$ cat src/rtl/timer_cmp_pkg.sv
// Shared types and helpers for the multi-channel alarm comparator.
// Channel state encoding, field slicing and ring counter sizing live here.
package timer_cmp_pkg;

   typedef enum logic [1:0] {
      ST_IDLE,
      ST_ARMED,
      ST_RINGING,
      ST_DONE
   } chState_t;

   // LSB of channel ch's field inside a packed per-channel bus
   function automatic int fieldLsb(input int ch, input int dw);
      return ch * dw;
   endfunction

   // Ring counter must hold 0..RING_TICKS-1; never narrower than one bit
   function automatic int ringCntW(input int ticks);
      return (ticks < 1) ? 1 : $clog2(ticks + 1);
   endfunction

endpackage

$ cat src/rtl/timer_cmp_ch.sv
// One alarm channel: time comparator, edge-detect register, arm/ring FSM
// and ring-length counter.
module timer_cmp_ch
   import timer_cmp_pkg::*;
#(
   parameter int DW         = 8,
   parameter int RING_TICKS = 10
) (
   input  logic          clock,
   input  logic          reset,
   input  logic          en,
   input  logic          tick,
   input  logic [DW-1:0] countH,
   input  logic [DW-1:0] countM,
   input  logic [DW-1:0] countS,
   input  logic [DW-1:0] progH,
   input  logic [DW-1:0] progM,
   input  logic [DW-1:0] progS,
   input  logic          arm,
   input  logic          repeatMd,
   input  logic          ack,
   output logic          fin,
   output logic          armed,
   output logic          finNext
);

   localparam int            CW       = ringCntW(RING_TICKS);
   localparam bit            TICK_END = (RING_TICKS != 0);
   localparam logic [CW-1:0] LAST_CNT = TICK_END ? CW'(RING_TICKS - 1) : '0;

   chState_t      state, stateNext;
   logic [CW-1:0] cntQ, cntNext;
   logic          match, matchQ, rise, ringEnd;

   always_comb begin
      match   = en && (progH == countH) && (progM == countM) && (progS == countS)
                && (|{progH, progM, progS});
      rise    = match && !matchQ;
      ringEnd = ack || (TICK_END && tick && (cntQ == LAST_CNT));
   end

   always_comb begin
      stateNext = state;
      cntNext   = cntQ;
      if (!arm) begin
         stateNext = ST_IDLE;
      end else begin
         case (state)
            ST_IDLE:  stateNext = ST_ARMED;
            ST_ARMED: begin
               if (rise) begin
                  stateNext = ST_RINGING;
                  cntNext   = '0;
               end
            end
            ST_RINGING: begin
               // en/rise/prog are deliberately ignored once ringing
               if (ringEnd) begin
                  stateNext = repeatMd ? ST_ARMED : ST_DONE;
               end else if (tick && TICK_END) begin
                  cntNext = cntQ + CW'(1);
               end
            end
            ST_DONE:  stateNext = ST_DONE;
            default:  stateNext = ST_IDLE;
         endcase
      end
   end

   assign finNext = (stateNext == ST_RINGING);

   always_ff @(posedge clock) begin
      if (reset) begin
         state  <= ST_IDLE;
         matchQ <= 1'b0;
         cntQ   <= '0;
         fin    <= 1'b0;
         armed  <= 1'b0;
      end else begin
         state  <= stateNext;
         matchQ <= match;
         cntQ   <= cntNext;
         fin    <= finNext;
         armed  <= (stateNext == ST_ARMED);
      end
   end

endmodule

$ cat src/rtl/timer_alarm_cmp.sv
// Multi-channel alarm comparator: N_CH independent channels sharing one
// running BCD time, plus a registered OR of all ring outputs.
module timer_alarm_cmp
   import timer_cmp_pkg::*;
#(
   parameter int N_CH       = 2,
   parameter int DW         = 8,
   parameter int RING_TICKS = 10
) (
   input  logic               clock,
   input  logic               reset,
   input  logic               en,
   input  logic               tick,
   input  logic [DW-1:0]      count_h,
   input  logic [DW-1:0]      count_m,
   input  logic [DW-1:0]      count_s,
   input  logic [N_CH*DW-1:0] prog_h,
   input  logic [N_CH*DW-1:0] prog_m,
   input  logic [N_CH*DW-1:0] prog_s,
   input  logic [N_CH-1:0]    arm,
   input  logic [N_CH-1:0]    repeat_md,
   input  logic [N_CH-1:0]    ack,
   output logic [N_CH-1:0]    fin,
   output logic               any_fin,
   output logic [N_CH-1:0]    armed
);

   logic [N_CH-1:0] finNext;

   for (genvar i = 0; i < N_CH; i++) begin : gCh
      timer_cmp_ch #(
         .DW         (DW),
         .RING_TICKS (RING_TICKS)
      ) uCh (
         .clock    (clock),
         .reset    (reset),
         .en       (en),
         .tick     (tick),
         .countH   (count_h),
         .countM   (count_m),
         .countS   (count_s),
         .progH    (prog_h[fieldLsb(i, DW) +: DW]),
         .progM    (prog_m[fieldLsb(i, DW) +: DW]),
         .progS    (prog_s[fieldLsb(i, DW) +: DW]),
         .arm      (arm[i]),
         .repeatMd (repeat_md[i]),
         .ack      (ack[i]),
         .fin      (fin[i]),
         .armed    (armed[i]),
         .finNext  (finNext[i])
      );
   end

   // Built from next-state so it lands on the same edge as fin
   always_ff @(posedge clock) begin
      if (reset) begin
         any_fin <= 1'b0;
      end else begin
         any_fin <= |finNext;
      end
   end

endmodule

$ cat config.mk
export PLATFORM = sky130hd
export DESIGN_NAME = timer_alarm_cmp
export DESIGN_NICKNAME = d
export VERILOG_FILES = /design/src/rtl/timer_cmp_pkg.sv /design/src/rtl/timer_cmp_ch.sv /design/src/rtl/timer_alarm_cmp.sv
export SDC_FILE = /design/constraint.sdc
export NUM_CORES = 1
export LEC_CHECK = 0
export BUFFER_PORTS_ARGS = -buffer_cell sky130_fd_sc_hd__buf_2
export CORE_MARGIN = 2
export CORE_UTILIZATION = 50
export CTS_CLUSTER_DIAMETER = 60
export CTS_CLUSTER_SIZE = 8
export DETAILED_ROUTE_END_ITERATION = 10
export HOLD_SLACK_MARGIN = 0.02
export PLACE_DENSITY = 0.95
export SETUP_SLACK_MARGIN = 0.02
export SLEW_MARGIN = 20
export SYNTH_ARGS = -nofsm -noshare
export SYNTH_HDL_FRONTEND = slang
export SYNTH_SLANG_ARGS = --single-unit
export TNS_END_PERCENT = 100
$ cat constraint.sdc
create_clock -name clock -period 4.7 [get_ports clock]
set_clock_uncertainty 0.1 [all_clocks]
set_input_delay 0.94 -clock clock [delete_from_list [all_inputs] [get_ports clock]]
set_output_delay 0.94 -clock clock [all_outputs]
set_load 0.01 [all_outputs]
==> summary.txt <==
Status
  • Status: complete, no violations

Floorplanning
  • I/O pin total: 87
  • Initial Util: 51.9%
  • Row count: 21
  • Die boundary width: roughly 63 µm
  • Die area: a little under 0.004 mm²
  • Die Y: 62.6 µm
  • Core area: roughly 0.0033 mm²

STA
  • Final worst slack: 2.21 ns
  • Final hold slack: between 0.3 and 0.4 ns
  • Hold Vio Cnt, Final: 0
  • RSZ-0062 raised after global routing: false
  • Sum of negative setup slack: 0 ns
  • Max frequency: 402 MHz
  • Tmin final: 2.49 ns
  • Slew HR: 62.3%
  • Worst-Margin Slew: ~0.56 ns
  • Slew Limit Fails: 0
  • Period utilisation layout: a little over half
  • Setup violators final: 0

Yosys
  • Post-Synth Adder-Cell Area: 2.92%
  • Synth unique cells: 46
  • Post-synth net total: 299
  • #FFs+latches synth: 19
  • Sequential area share after synthesis: 22.2%
  • Synth Area in Simple Gates: 34.3%
  • Multiplexer share of the synthesized area: 0%
  • Post-synth ARST share: 0%
  • Post-Syn Area: 0.00172 mm²
  • Compound-cell area share of the yosys netlist: around 12%
  • EDFF count, synth: 0
  • Yosys warns: 0
  • Prevailing post-synth register cell: dfxtp_1
  • Largest family of logic cells by synthesized area: simple AND/OR/NAND/NOR gates
  • Xor and xnor fraction of the mapped netlist area: 24.5%
  • Synthesized instance count: approximately 210
  • Mean Syn Cell Area: 8.06 µm²

Setup path
  • Crit path buf inv count: 1
  • CP Launch Type: input pin
  • Crit Path Category: in -> reg
  • Max stage delay on crit path: ~0.52 ns
  • Slowest CP cell: nor4_1
  • R2R setup slack: between 2 and 3 ns
  • Cell Chain, Critical Path: buf_2 > nor4_1 > nand4_1 > o211ai_1 > nor2_1 > a31o_2 > a211oi_1
  • Top delay family on crit path: simple AND/OR/NAND/NOR gates
  • CP max FO: 4
  • Critical Path End Type: register
  • Critical path required time: 4.82 ns
  • Critical Path AT: between 2 and 3 ns

Global route
  • Largest net degree at the start of global routing: 16
  • Initial antenna violation count: 0
  • Total Routing Usage GR: 27.2%
  • First-pass GRT wire length: 8.63 mm
  • Vias in the first global route: slightly below 2000
  • Global route overflow: 0

Cells and area
  • Share of post-route cells with drive strength above 1: 32.9%
  • Storage cell area: 380 µm²
  • Post-layout util: 66.4%
  • Multi-input logic area: 0.00127 mm²
  • Diode count: 0
  • Filler cell count: 296
  • Area Growth Syn to Fin: 28.1%
  • Post-Layout Cell Count: 344
  • Design Area, Final: approximately 0.0022 mm²
  • Final #Nets: 385

Min path
  • Worst Hold Class: reg -> reg

Run
  • Max-cap violations: 0

Placement
  • GPL Wtd Cong: 0.989
  • Post-Place Setup Slack: 1.97 ns
  • IO Port Bufs: 86
  • Placed insts: 340
  • DP Wirelength: about 4.5 mm
  • Area after DPL: between 0.002 and 0.0025 mm²

Routing
  • Wirelength per Cell: 15.6 µm
  • Post-DRT Antenna Nets: 0
  • DR pass1 iterations: 4
  • DRC viols: 0
  • Detailed-route vias per instance: 6.04
  • Routed WL: 5.35 mm
  • DRT iter0 DRCs: 130
  • Routed vias: ~2100

Power and ir drop
  • Static leakage: between 0.9 and 1 nW
  • Final Power: 0.368 mW
  • Power per cell area: 167 mW/mm²
  • Peak supply drop: 0.0926 mV

CTS
  • # H-tree levels: 1
  • CTS tree: built
  • CTS sink cnt: 19
  • Clock transition time at the flip-flop clock pins of the worst setup and hold paths: 0.12 ns
  • Max Buffers Root-to-Sink: 2
  • Hold buffer count at CTS: 0
  • CTS Root Cell: clkbuf_4
  • Worst-skew pair later-pin latency: 0.30 ns
  • Number of CTS-inserted buffers: 3
  • Setup bufs post-CTS: 0
  • Post_cts resized: 0
metal layers:
metal,share of wire (%),global-route usage [%]
met5,0,0
met4,6.5,19.7
met3,7.5,4.14
met2,47,46.2
met1,39,30.8
cell usage after synthesis, types with 2 or more instances:
| master | count | area (µm²) |
|---|---|---|
| xor2_1 | 47 | 412 |
| nor4_1 | 28 | 175 |
| dfxtp_1 | 19 | 380 |
| nand2_1 | 15 | 56.3 |
| inv_1 | 9 | 33.8 |
| nor2_1 | 9 | 33.8 |
| nor3_1 | 8 | 40.0 |
| nand3_1 | 7 | 35.0 |
| a21oi_1 | 6 | 30.0 |
| nor3b_1 | 5 | 37.5 |
| buf_4 | 4 | 30.0 |
| ha_1 | 4 | 50.1 |
| nand4_1 | 4 | 25.0 |
| nor2b_1 | 4 | 25.0 |
| a31oi_1 | 3 | 18.8 |
| o21ai_0 | 3 | 15.0 |
| o22ai_1 | 3 | 18.8 |
| a211oi_1 | 2 | 15.0 |
| a311oi_1 | 2 | 17.5 |
| and2b_2 | 2 | 17.5 |
| nand2b_1 | 2 | 12.5 |
| nand3b_1 | 2 | 15.0 |
| or4_1 | 2 | 15.0 |
cells in the final DEF, fill, tap and decap left out, types with 3 or more instances in the layout:
master,synthesis,routed
a21oi_1,6,6
a31oi_1,3,3
buf_2,0,86
clkbuf_4,0,3
dfxtp_1,19,19
ha_1,4,4
inv_1,9,9
nand2_1,15,15
nand3_1,7,7
nand4_1,4,4
nor2_1,9,9
nor2b_1,4,4
nor3_1,8,8
nor3b_1,5,5
nor4_1,28,28
o21ai_0,3,3
o22ai_1,3,3
xor2_1,47,47
worst paths after layout:
path,to,cells past startpoint,from
min,gCh[1].uCh.armed,2,gCh[1].uCh.matchQ
min reg2reg,gCh[1].uCh.armed,2,gCh[1].uCh.matchQ
max reg2reg,gCh[1].uCh.cntQ[2],8,gCh[1].uCh.cntQ[1]
max,gCh[1].uCh.cntQ[3],7,prog_s[10]
worst register-to-register path, cell delays in order, from the launching register on:
cell	delay (ns)
dfxtp_1	0.41
inv_1	0.08
ha_1	0.18
and4b_1	0.18
nor3_1	0.29
nand3_1	0.17
nor3b_1	0.22
a211oi_1	0.08
a311oi_1	0.23
logic make-up after synthesis:
| logic type | after synthesis |
|---|---|
| xor+xnor | 48 |
| fa+ha+maj | 4 |
| compound gates | 30 |
| flops | 19 |
| simple gates | 98 |
| buf+inv | 14 |
power by group:
| part | switching (mW) | internal (mW) | leakage [nW] |
|---|---|---|---|
| registers | 0.00110 | 0.163 | 0.154 |
| logic | 0.0682 | 0.0520 | 0.768 |
| clock network | 0.0519 | 0.0317 | 0.0177 |
registers in the layout, indices dropped and copies added, names as in the netlist:
register        count
gCh.uCh.fin         2
gCh.uCh.state       4
gCh.uCh.cntQ        8
any_fin             1
gCh.uCh.armed       2
gCh.uCh.matchQ      2
cell type report:
type                            count  share of cell area (%)
Clock buffer                        3                    1.02
Tap cell                           46                    2.62
Sequential cell                    19                    17.3
Clock inverter                      1                   0.228
Multi-Input combinational cell    180                    57.7
Timing Repair Buffer               86                    19.6
Inverter                            9                    1.54
Power figures use the tool's default switching activity.
